--- src/rtl/sipo_rx_pkg.sv ---
// Shared definitions for the serial frame receiver: FSM encoding,
// parity-mode constants and small helper functions.
package sipo_rx_pkg;

    // Frame sequencing states, kept as plain encoded constants so the
    // encoding stays stable for code that compares raw state values.
    localparam int STATE_W = 2;
    typedef logic [STATE_W-1:0] state_t;

    localparam state_t ST_IDLE   = 2'd0;
    localparam state_t ST_DATA   = 2'd1;
    localparam state_t ST_PARITY = 2'd2;
    localparam state_t ST_STOP   = 2'd3;

    // Parity modes: the value the XOR of data plus parity bit must equal.
    localparam logic PAR_EVEN = 1'b0;
    localparam logic PAR_ODD  = 1'b1;

    // Bit counter width for a given word width (never narrower than 1).
    function automatic int cnt_width(input int width);
        return (width > 1) ? $clog2(width) : 1;
    endfunction

    // True when the received parity bit does not match the expected mode.
    function automatic logic parity_bad(input logic data_xor,
                                        input logic par_bit,
                                        input logic mode);
        return (data_xor ^ par_bit) != mode;
    endfunction

endpackage

--- src/rtl/sipo_shift_reg.sv ---
// Serial-in/parallel-out shift register. Bits enter at the MSB and move
// toward the LSB, so after WIDTH shifts the first bit sits in q[0].
module sipo_shift_reg #(
    parameter int WIDTH = 4
) (
    input  logic             clk,
    input  logic             reset,
    input  logic             clr,
    input  logic             shift_en,
    input  logic             sin,
    output logic [WIDTH-1:0] q
);

    // Clear has priority over shift; otherwise hold.
    // NOTE: sequential state uses non-blocking assignments so every register
    // samples the pre-edge values regardless of statement order.
    always_ff @(posedge clk or posedge reset) begin
        if (reset) begin
            q <= '0;
        end else if (clr) begin
            q <= '0;
        end else if (shift_en) begin
            q <= {sin, q[WIDTH-1:1]};
        end
    end

endmodule

--- src/rtl/sipo_rx_ctrl.sv ---
// Serial frame receiver controller. Sequences start, data, optional parity
// and stop bits on an external bit-rate strobe, steers data bits into a SIPO
// and presents good words on a single-entry valid/ready buffer with sticky
// error flags.
module sipo_rx_ctrl
    import sipo_rx_pkg::*;
#(
    parameter int WIDTH      = 4,
    parameter int PARITY_EN  = 1,
    parameter int PARITY_ODD = 0
) (
    input  logic             clk,
    input  logic             reset,
    input  logic             bit_en,
    input  logic             data_in,
    input  logic             dout_ready,
    input  logic             err_clr,
    output logic [WIDTH-1:0] dout,
    output logic             dout_valid,
    output logic             busy,
    output logic             frame_err,
    output logic             parity_err,
    output logic             overrun
);

    localparam int             CNT_W    = cnt_width(WIDTH);
    localparam logic [CNT_W-1:0] CNT_LAST = CNT_W'(WIDTH - 1);
    localparam logic           PAR_MODE = (PARITY_ODD != 0) ? PAR_ODD : PAR_EVEN;
    localparam logic           HAS_PAR  = (PARITY_EN != 0);

    state_t           state;
    state_t           state_nxt;
    logic [CNT_W-1:0] cnt;
    logic             par_bad;
    logic [WIDTH-1:0] sipo;

    logic start_seen;
    logic sr_clr;
    logic sr_shift;
    logic stop_strobe;
    logic fe_evt;
    logic pe_evt;
    logic good_word;
    logic load_word;
    logic ov_evt;

    sipo_shift_reg #(
        .WIDTH (WIDTH)
    ) u_sipo (
        .clk      (clk),
        .reset    (reset),
        .clr      (sr_clr),
        .shift_en (sr_shift),
        .sin      (data_in),
        .q        (sipo)
    );

    assign start_seen = bit_en && (state == ST_IDLE) && !data_in;

    // Next-state and SIPO control; only a bit strobe advances the frame.
    // NOTE: every signal driven here gets a default first, so no path can
    // leave one unassigned and infer a latch.
    always_comb begin
        state_nxt = state;
        sr_clr    = 1'b0;
        sr_shift  = 1'b0;
        if (bit_en) begin
            case (state)
                ST_IDLE: begin
                    if (!data_in) begin
                        state_nxt = ST_DATA;
                        sr_clr    = 1'b1;
                    end
                end
                ST_DATA: begin
                    sr_shift = 1'b1;
                    if (cnt == CNT_LAST) begin
                        state_nxt = HAS_PAR ? ST_PARITY : ST_STOP;
                    end
                end
                ST_PARITY: state_nxt = ST_STOP;
                ST_STOP:   state_nxt = ST_IDLE;
                default:   state_nxt = ST_IDLE;
            endcase
        end
    end

    // State register.
    always_ff @(posedge clk or posedge reset) begin
        if (reset) begin
            state <= ST_IDLE;
        end else begin
            state <= state_nxt;
        end
    end

    // Data-bit counter: cleared by the start bit, stepped per data bit.
    always_ff @(posedge clk or posedge reset) begin
        if (reset) begin
            cnt <= '0;
        end else if (start_seen) begin
            cnt <= '0;
        end else if (bit_en && state == ST_DATA) begin
            cnt <= cnt + 1'b1;
        end
    end

    // Parity verdict, captured on the parity strobe and reset per frame.
    always_ff @(posedge clk or posedge reset) begin
        if (reset) begin
            par_bad <= 1'b0;
        end else if (start_seen) begin
            par_bad <= 1'b0;
        end else if (bit_en && state == ST_PARITY) begin
            par_bad <= parity_bad(^sipo, data_in, PAR_MODE);
        end
    end

    // Stop-bit outcome: a bad stop bit outranks a parity error, and a good
    // word is dropped only when the buffer is full and not draining now.
    assign stop_strobe = bit_en && (state == ST_STOP);
    assign fe_evt      = stop_strobe && !data_in;
    assign pe_evt      = stop_strobe && data_in && par_bad;
    assign good_word   = stop_strobe && data_in && !par_bad;
    assign load_word   = good_word && (!dout_valid || dout_ready);
    assign ov_evt      = good_word && dout_valid && !dout_ready;

    assign busy = (state != ST_IDLE);

    // Single-entry output buffer with valid/ready handshake.
    always_ff @(posedge clk or posedge reset) begin
        if (reset) begin
            dout       <= '0;
            dout_valid <= 1'b0;
        end else if (load_word) begin
            dout       <= sipo;
            dout_valid <= 1'b1;
        end else if (dout_valid && dout_ready) begin
            dout_valid <= 1'b0;
        end
    end

    // Sticky error flags; a new error in the clear cycle keeps the flag set.
    always_ff @(posedge clk or posedge reset) begin
        if (reset) begin
            frame_err  <= 1'b0;
            parity_err <= 1'b0;
            overrun    <= 1'b0;
        end else begin
            if (fe_evt) begin
                frame_err <= 1'b1;
            end else if (err_clr) begin
                frame_err <= 1'b0;
            end
            if (pe_evt) begin
                parity_err <= 1'b1;
            end else if (err_clr) begin
                parity_err <= 1'b0;
            end
            if (ov_evt) begin
                overrun <= 1'b1;
            end else if (err_clr) begin
                overrun <= 1'b0;
            end
        end
    end

endmodule
--- config.mk ---
export PLATFORM = sky130hd
export DESIGN_NAME = sipo_rx_ctrl
export DESIGN_NICKNAME = d
export VERILOG_FILES = /design/src/rtl/sipo_rx_pkg.sv /design/src/rtl/sipo_shift_reg.sv /design/src/rtl/sipo_rx_ctrl.sv
export SDC_FILE = /design/constraint.sdc
export NUM_CORES = 1
export LEC_CHECK = 0
export CAP_MARGIN = 20
export CORE_MARGIN = 1
export CORE_UTILIZATION = 45
export DETAILED_ROUTE_END_ITERATION = 12
export PLACE_DENSITY = 0.73
export SLEW_MARGIN = 0
export SYNTH_ARGS = -nofsm -noshare
export SYNTH_HDL_FRONTEND = slang
export SYNTH_SLANG_ARGS = --single-unit
export TNS_END_PERCENT = 10
--- constraint.sdc ---
create_clock -name clk -period 1.47 [get_ports clk]
set_input_delay 0.294 -clock clk [delete_from_list [all_inputs] [get_ports clk]]
set_output_delay 0.294 -clock clk [all_outputs]
set_load 0.02 [all_outputs]
==> flow_summary.toml, run 1 <==
[power_and_ir_drop]
power.density_mw_per_mm2 = 1906
peakVddDrop_v = 0.001013
p_leak_nw = 0.5907

[die]
io_pins = 15
start_util_pct = 47.97
core-area_mm2 = 0.001727
dieArea_mm2 = 0.002016
rows = 15
dieHeight_um = 44.90
die_w_um = 44.90

[status]
violations = "negative setup slack"
status = "complete, but fails checks"

[clocking]
clock-sinks = 17
cts_inserted_buffers = 3
cts_max_level = 1
clockRootBuffer = "clkbuf_4"
path_clk_slew_ps = 100
ctsLongestPathBuffers = 2
cts_tree = "yes"
clkLatencyLatePin_ps = 300

[layout]
finalNonFillerCells = 124
diodes = 0
finish.utilization_pct = 68.84
postLayoutCellArea_mm2 = 0.001189
final_net_count = 111
drive_above_1_share_pct = 35.35
layout_commonest_cell = "dfrtp_1"
synthToLayoutAreaGrowth_pct = 43.50
final_cell_mix = "dfrtp_1, buf_4, inv_1, dlygate4sd2_1"

[sta]
finalCritPeriodShare_pct = 100.7
slew_violations = 0
worstMarginPinSlew_ps = 235.6
slew_headroom_pct = 84.24
rsz0062_at_grt = "true"
fin_worst_skew_ps = 8.171
setup_viol = 4
whs_ps = 301.6
setup_slack_ps = -10.88
hold_viol = 0
finalWorstPathRequiredPeriod_ps = 1481
finalSetupTns_ps = -19.18
timing.fmax_mhz = 675.3

[placement]
place_hpwl_um = 1078
dp_cells = 119
place_area_mm2 = 0.001097
io_buffers = 14
gp_congestion = 0.7733

[route]
wl_per_cell_um = 12.64
final_antenna_net_count = 0
via_count = 617
initialDrtViolationCount = 9
via_per_inst = 4.976
first_pass_iters = 4
routed_wl_um = 1567
drcViolationCount = 0

[synthesis]
synth_fp_nets = 78
synth_cell_types = 22
ys_seq_area_share_pct = 51.36
synth-seq-cells = 17
yosys_warnings = 0
syn_avg_cell_area_um2 = 12.36
synth_cells = 67
syn_area_um2 = 828.3

[flow_run]
maxCapViolations = 0

[worst_setup_path]
required_ps = 1660
end_kind = "register"
cp.arrival_ps = 1670
slowest_delay_ps = 380
worstSetupStartpointType = "register"
rrSetupSlack_ps = -10
crit_chain = "buf_6 > ha_4 > nand4b_1 > nor2b_4 > mux2_4"
crit_slowest_cell = "dfrtp_1"
path_class = "reg2reg"
crit_fanout = 4

[global_routing]
grt_pass1_wl_um = 2359
grt-ovfl-total = 0
antenna_found_initial = 0
grt_max_degree = 18
grt_pass1_vias = 548
grt_usage_pct = 16.16

[hold_path]
hp-class = "in2async"
## cells in the mapped netlist
| cell type | n | area (µm²) |
|---|---|---|
| dfrtp_1 | 17 | 425.4 |
| inv_1 | 10 | 37.54 |
| mux2_2 | 6 | 67.56 |
| a22o_1 | 5 | 43.79 |
| ha_1 | 5 | 62.56 |
| nand2_1 | 4 | 15.01 |
| o22ai_1 | 3 | 18.77 |
| nor2_1 | 2 | 7.510 |
| o21ai_0 | 2 | 10.01 |
| a211oi_1 | 1 | 7.510 |
| a21oi_1 | 1 | 5.000 |
| a221oi_2 | 1 | 15.01 |
| and2b_2 | 1 | 8.760 |
| nand2b_1 | 1 | 6.260 |
| nand4b_1 | 1 | 8.760 |
| nor2b_4 | 1 | 13.76 |
| nor3_4 | 1 | 16.27 |
| o21ai_2 | 1 | 8.760 |
| o32a_1 | 1 | 10.01 |
| xnor2_1 | 1 | 8.760 |
| xnor3_1 | 1 | 22.52 |
| xor2_1 | 1 | 8.760 |
## critical path: cells and delay by family (launching register included)
family / cells / cell delay, ps
adder cells (fa/ha/maj): 1 / 120
buffers and inverters: 1 / 120
multiplexers: 1 / 320
flip-flops: 1 / 380
AND/OR/NAND/NOR: 2 / 440
## layout make-up
cell class                      count  area (µm²)
Multi-Input combinational cell     40       422.9
Clock buffer                        3       22.52
Clock inverter                      1       5.005
Timing Repair Buffer               28       244.0
Inverter                           10       37.54
Sequential cell                    17       425.4
Fill cell                         145       538.0
Tap cell                           25       31.28
## registers in the layout (all words and copies together), names as in the netlist
signal	cells
par_bad	1
cnt	2
u_sipo.q	4
dout	4
overrun	1
state	2
dout_valid	1
frame_err	1
parity_err	1
## layer usage
| metal | track usage, % | routed length [µm] |
|---|---|---|
| met1 | 21.50 | 766 |
| met2 | 26.18 | 707 |
| met3 | 3.600 | 80 |
| met4 | 5.455 | 12 |
| met5 | 0 | 0 |
## per-stage QoR
step,setup WS [ps],total power [W]
floorplan,68.71,0.001433
global placement,-210.5,0.001849
detailed placement,-214.0,0.001874
CTS,-35.46,0.002113
global route,-98.25,0.002411
finish,-10.88,0.002266
## repair_timing
| action | CTS | global route |
|---|---|---|
| setup endpoints to repair | 14 | 13 |
| setup buffers | 0 | 1 |
| hold buffers | 0 | 0 |
| resized for setup | 14 | 15 |
| pin swaps | 1 | 6 |
## final timing paths
path | start | endpoint | cells past startpoint
worst max-delay path | state[0]$_DFFE_PP0P_ | dout[2]$_DFFE_PP0P_ | 5
max in group asynchronous | reset | state[1]$_DFFE_PP0P_ | 3
worst min-delay path | reset | dout[0]$_DFFE_PP0P_ | 3
min in group clk | cnt[1]$_DFFE_PP0P_ | cnt[1]$_DFFE_PP0P_ | 1
worst max register to register | state[0]$_DFFE_PP0P_ | dout[2]$_DFFE_PP0P_ | 5
worst min register to register | cnt[1]$_DFFE_PP0P_ | cnt[1]$_DFFE_PP0P_ | 1
## power by group
group / switching [W] / internal [W]
combinational: 0.000534 / 0.000697
clock: 0.000152 / 0.000101
sequential: 0.000137 / 0.000645
## cell families (layout without fill, tap and decap cells)
group                    Yosys count  count (layout)  synth area share (%)
flip-flops                        17              17                 51.36
buffers and inverters             10              42                 4.532
AND/OR/NAND/NOR                   11              11                 9.215
adder cells (fa/ha/maj)            5               5                 7.553
AO/OA/AOI/OAI                     15              15                 14.35
XOR/XNOR                           3               3                 4.834
multiplexers                       6               6                 8.157
Note: power is estimated with default switching activity, not from simulation.
==> inputs of run 2 (changes only) <==
--- a/config.mk
+++ b/config.mk
@@ -7,9 +7,10 @@
 export LEC_CHECK = 0
 export CAP_MARGIN = 20
 export CORE_MARGIN = 1
-export CORE_UTILIZATION = 45
+export CORE_UTILIZATION = 49
+export CTS_CLUSTER_DIAMETER = 200
 export DETAILED_ROUTE_END_ITERATION = 12
-export PLACE_DENSITY = 0.73
+export PLACE_DENSITY = 0.75
 export SLEW_MARGIN = 0
 export SYNTH_ARGS = -nofsm -noshare
 export SYNTH_HDL_FRONTEND = slang
==> constraint.sdc (replaced) <==
create_clock -name clk -period 1.56 [get_ports clk]
set_input_delay 0.312 -clock clk [delete_from_list [all_inputs] [get_ports clk]]
set_output_delay 0.312 -clock clk [all_outputs]
set_load 0.02 [all_outputs]
==> run 2 against run 1 <==
Effect of this change:
- the run now ends clean
- count of clock-buffer cells in the layout stayed put
- critical path depth is 1 lower
- critical endpoint is now state[1]$_DFFE_PP0P_
- sequential share of layout area is 0.85 points higher
- design area is 2.3% lower
==> flow_summary.toml, run 2 (synthesis results as in run 1) <==
[die]
dieArea_mm2 = 0.001859
core-area_mm2 = 0.001541
start_util_pct = 53.73
io_pins = 15
die_w_um = 43.12
dieHeight_um = 43.12
rows = 14

[worst_setup_path]
worstSetupStartpointType = "register"
path_class = "reg2reg"
cp.arrival_ps = 1700
required_ps = 1750
crit_fanout = 4
cp-startpoint = "state[0]$_DFFE_PP0P_"
end_kind = "register"
reg2reg_from = "state[0]$_DFFE_PP0P_"

[power_and_ir_drop]
peakVddDrop_v = 0.001088
power.density_mw_per_mm2 = 1802
p_leak_nw = 0.5825
p_comb_share_pct = 53.7
net-switching-power_w = 0.0007670
p_clk_share_pct = 11.2
p_sw_share_pct = 36.67
p_int_w = 0.001325
sequentialPowerShare_pct = 35.1

[global_routing]
grt-ovfl-total = 0
grt_pass1_vias = 608
grt-busiest-layer = "met2"
grt_usage_pct = 20.37
antenna_found_initial = 0
grt_pass1_wl_um = 2656
use_met3_pct = 4.255
use_met1_pct = 24.79
grt_util_met2_pct = 32.54
grt_max_degree = 18

[clocking]
ctsLongestPathBuffers = 2
cts_tree = "yes"
clockRootBuffer = "clkbuf_4"
cts_hold_buf = 0
cts_max_level = 1
clkLatencyLatePin_ps = 290
cts_inserted_buffers = 3
clock-sinks = 17
path_clk_slew_ps = 100

[layout]
synthToLayoutAreaGrowth_pct = 40.18
drive_above_1_share_pct = 33.67
final_cell_mix = "dfrtp_1, buf_4, inv_1"
diodes = 0
nFillCells = 113
finish.utilization_pct = 75.32
final_net_count = 110
finalNonFillerCells = 114
layout_commonest_cell = "dfrtp_1"
reg.largest.list = "dout (4), u_sipo.q (4)"
postLayoutCellArea_mm2 = 0.001161

[hold_path]
hp-class = "in2async"

[placement]
io_buffers = 14
gp_congestion = 0.8464
dp_cells = 108
place_area_mm2 = 0.001071
place_hpwl_um = 1151

[sta]
finalCritPeriodShare_pct = 96.88
slew_headroom_pct = 81.38
rsz0062_at_grt = "true"
slew_violations = 0
finalWorstPathRequiredPeriod_ps = 1511
timing.fmax_mhz = 661.7
hold_viol = 0
fin_worst_skew_ps = 1.078
setup_viol = 0
worstMarginPinSlew_ps = 278.4

[route]
first_pass_iters = 4
drcViolationCount = 0
routed_wl_um = 1649
via_count = 625
initialDrtViolationCount = 7
final_antenna_net_count = 0
wl_per_cell_um = 14.46
via_per_inst = 5.482

[status]
status = "completed"

[flow_run]
maxCapViolations = 0
run 2: critical path, stage by stage (launching register included):
cell and delay [ps]:
dfrtp_1 410, buf_6 140, ha_2 230, a221oi_4 300
mux2_4 320
run 2: layer usage:
layer	wire length (µm)	part of all wire [%]	up-vias
li1	-	-	293
met5	0	0	-
met3	70	4.2	5
met2	810	49	15
met4	44	2.7	0
met1	723	44	312
run 2: repair_timing:
item,CTS,global route
pin swaps,1,3
buffers inserted,1,1
endpoints found under the setup margin,10,9
gates resized for setup,13,13
run 2: final cells by class:
cell class	instances	area (µm²)	share of cell area, %
multi-input combinational	40	420.4	36.21
clock buffer	3	22.52	1.940
clock inverter	1	5.005	0.4310
inverter	10	37.54	3.233
sequential	17	425.4	36.64
timing repair buffer	27	230.2	19.83
tap	16	20.02	1.724
run 2: power groups by stage:
stage,clock (W),sequential (W),combinational (W)
after detailed placement,0,0.000734,0.000998
final,0.000235,0.000735,0.00112
after CTS,0.000245,0.000724,0.000967
after floorplan,0,0.000791,0.000559
after global routing,0.000255,0.000757,0.00123
after global placement,0,0.000728,0.000978
run 2: metrics by stage:
step | worst slack [ps] | hold WS (ps) | total power [W] | TNS (ps)
final | 48.70 | 316.8 | 0.002092 | 0
after global routing | -8.430 | 333.4 | 0.002237 | -35.04
after CTS | 8.956 | 323.3 | 0.001936 | 0
after detailed placement | -188.7 | 490.6 | 0.001732 | -1366
after global placement | -148.8 | 486.6 | 0.001707 | -1094
after floorplan | 158.7 | 238.1 | 0.001350 | 0
run 2: final timing paths:
check,to,slack [ps],depth (start not counted)
max,state[1]$_DFFE_PP0P_,50,4
min,dout[0]$_DFFE_PP0P_,320,3
max reg2reg,state[1]$_DFFE_PP0P_,50,4
min reg2reg,dout[0]$_DFFE_PP0P_,520,1
max in group asynchronous,dout_valid$_DFFE_PP0P_,1060,3
min in group clk,dout[0]$_DFFE_PP0P_,520,1
==> patch: new RTL, config.mk and constraints of run 2 <==
The package constant `STATE_W` goes from 2 to 4.
--- a/src/rtl/sipo_rx_pkg.sv
+++ b/src/rtl/sipo_rx_pkg.sv
@@ -6,3 +6,3 @@
     // encoding stays stable for code that compares raw state values.
-    localparam int STATE_W = 2;
+    localparam int STATE_W = 4;
     typedef logic [STATE_W-1:0] state_t;
Formal check against the unedited RTL: same outputs for any inputs over 10 cycles, from zero or initial values and one cycle with reset high; that may be too few to reach the edited logic, so the function may still have changed.
==> patch against run 2 <==
  * Utilization shrank 5.5 points
  * Setup slack lost 6.3 ps
  * Worst hold slack improved by 5.4 ps
  * Critical endpoint is now dout[0]$_DFFE_PP0P_
  * Wire length fell by 11%
  * Sequential cell count is the same
  * Design area is 8.4% lower
  * Via count down 1.9%
  * Area after synthesis is 1.5% lower
  * Non-clock buffer count is 5 lower
  * Maximum frequency decreased by 0.41%
  * Total power fell by 12%
  * Die area shrank 1.5%
  * Synthesized cell count rose by 3.0%
==> patch: results (changes against run 2) <==
metric,value,unit,change
status,finished clean,,
antenna_found_initial,0,,unchanged
largestRegisters,"dout (4), u_sipo.q (4)",,
final_layout_size_suffix_gt1_frac,0.266,,-0.0708
ys_warn_count,0,,unchanged
n_antenna_cell,0,,unchanged
numPortBuffers,14,,unchanged
hold_path.class,in -> async,,
synthArstFlopShare,1.00,,unchanged
synth.distinct_cells,23,,+4.5%
routed_wl,1460,um,-11%
first_pass_iters,4,,unchanged
clock_latency,290,ps,about the same
yosysSeqAreaShare,0.521,,+0.00788
yosys-top-cells-count,"17 x dfrtp_1, 7 x inv_1, 6 x mux2_2, 6 x nand2_1",,
grt_first_pass_wirelength,2410,um,-9.3%
fin_nets,106,,-3.6%
clock-root-buffer,clkbuf_4,,
drtIter0Drc,13,,+6
leakage,0.539,nW,-7.4%
grt_use_total,0.180,,-0.0236
cts.clk_slew.worst_paths,100,ps,about the same
worst_pin_slew,229,ps,-49.3 ps
grt_pass1_vias,564,,-7.2%
peakVddDrop,906,uV,-17%
cts_buffers,3,,unchanged
place_hpwl,1100,um,-4.2%
skew,1.21,ps,+0.136 ps
syn-num-nets,80,,+2.6%
synth_area_leaders,"dfrtp_1 52%, mux2_2 8.3%, ha_1 7.7%, a22o_1 5.4%, inv_1 3.2%",,
vias_per_cell,5.57,,+1.6%
h-tree-depth,1,,unchanged
worstPathArrival,1700,ps,about the same
crit_fanout,4,,unchanged
synth-main-ff-cell,dfrtp_1,,
clk_path_buf_depth,2,,unchanged
grt_max_degree,18,,unchanged
gp_congestion,0.804,,-5.0%
==> patch: what timing repair did <==
action | CTS | global route
setup buffers | 0 | 1
cloned | 0 | 0
gates resized for setup | 13 | 4
endpoints found under the setup margin | 10 | 10
==> patch: layout make-up <==
cell class | count | area (um2)
fill | 119 | 460
sequential | 17 | 425
multi-input combinational | 44 | 379
timing repair buffer | 22 | 185
inverter | 7 | 26.3
clock buffer | 3 | 22.5
tap | 16 | 20.0
clock inverter | 1 | 5.00
==> patch: metal layers <==
metal  routed length, um  global-route usage
met5                   0                   0
met4                  27              0.0938
met3                 116              0.0426
met2                 718               0.306
met1                 600               0.208
==> patch: kinds of logic (layout without fill, tap and decap cells) <==
kind of cell / after synthesis / after routing / share of synthesized area
flip-flops: 17 / 17 / 0.521
XOR/XNOR: 3 / 3 / 0.0491
multiplexers: 7 / 7 / 0.0951
AO/OA/AOI/OAI: 12 / 12 / 0.109
AND/OR/NAND/NOR: 17 / 17 / 0.110
buffers and inverters: 8 / 33 / 0.0383
adder cells (fa/ha/maj): 5 / 5 / 0.0767
==> patch: report_power, final <==
| group | switching, mW | total (mW) | internal, mW |
|---|---|---|---|
| combinational | 0.417 | 0.889 | 0.471 |
| clock | 0.136 | 0.231 | 0.0954 |
| sequential | 0.123 | 0.724 | 0.600 |
| total | 0.677 | 1.84 | 1.17 |
==> patch: path summary, 6_finish.rpt <==
path                                      startpoint                   end  slack (ps)  cells past startpoint
worst max-delay path            state[0]$_DFFE_PP0P_   dout[0]$_DFFE_PP0P_          40                      4
worst min-delay path                           reset   dout[0]$_DFFE_PP0P_         320                      3
worst max register to register  state[0]$_DFFE_PP0P_   dout[0]$_DFFE_PP0P_          40                      4
worst min register to register    cnt[1]$_DFFE_PP0P_    cnt[1]$_DFFE_PP0P_         520                      1
max in group asynchronous                      reset  state[0]$_DFFE_PP0P_        1050                      3
min in group clk                  cnt[1]$_DFFE_PP0P_    cnt[1]$_DFFE_PP0P_         520                      1
==> patch: metrics by stage <==
step	worst slack, ps	instance area (um2)	TNS (ps)	hold slack (ps)	instances
2_1_floorplan	182	816	0	238	69
3_3_place_gp	-156	1020	-1200	493	105
3_5_place_dp	-192	1020	-1430	498	105
4_1_cts	13.5	1040	0	325	109
5_1_grt	-27.4	1060	-53.2	326	110
6_report	42.4	1060	0	322	110
==> patch: worst max-delay path: stages (launching register included) <==
cell      delay [ps]
dfrtp_1          390
ha_2             210
nand4b_1         150
and2b_4          320
mux2_2           340
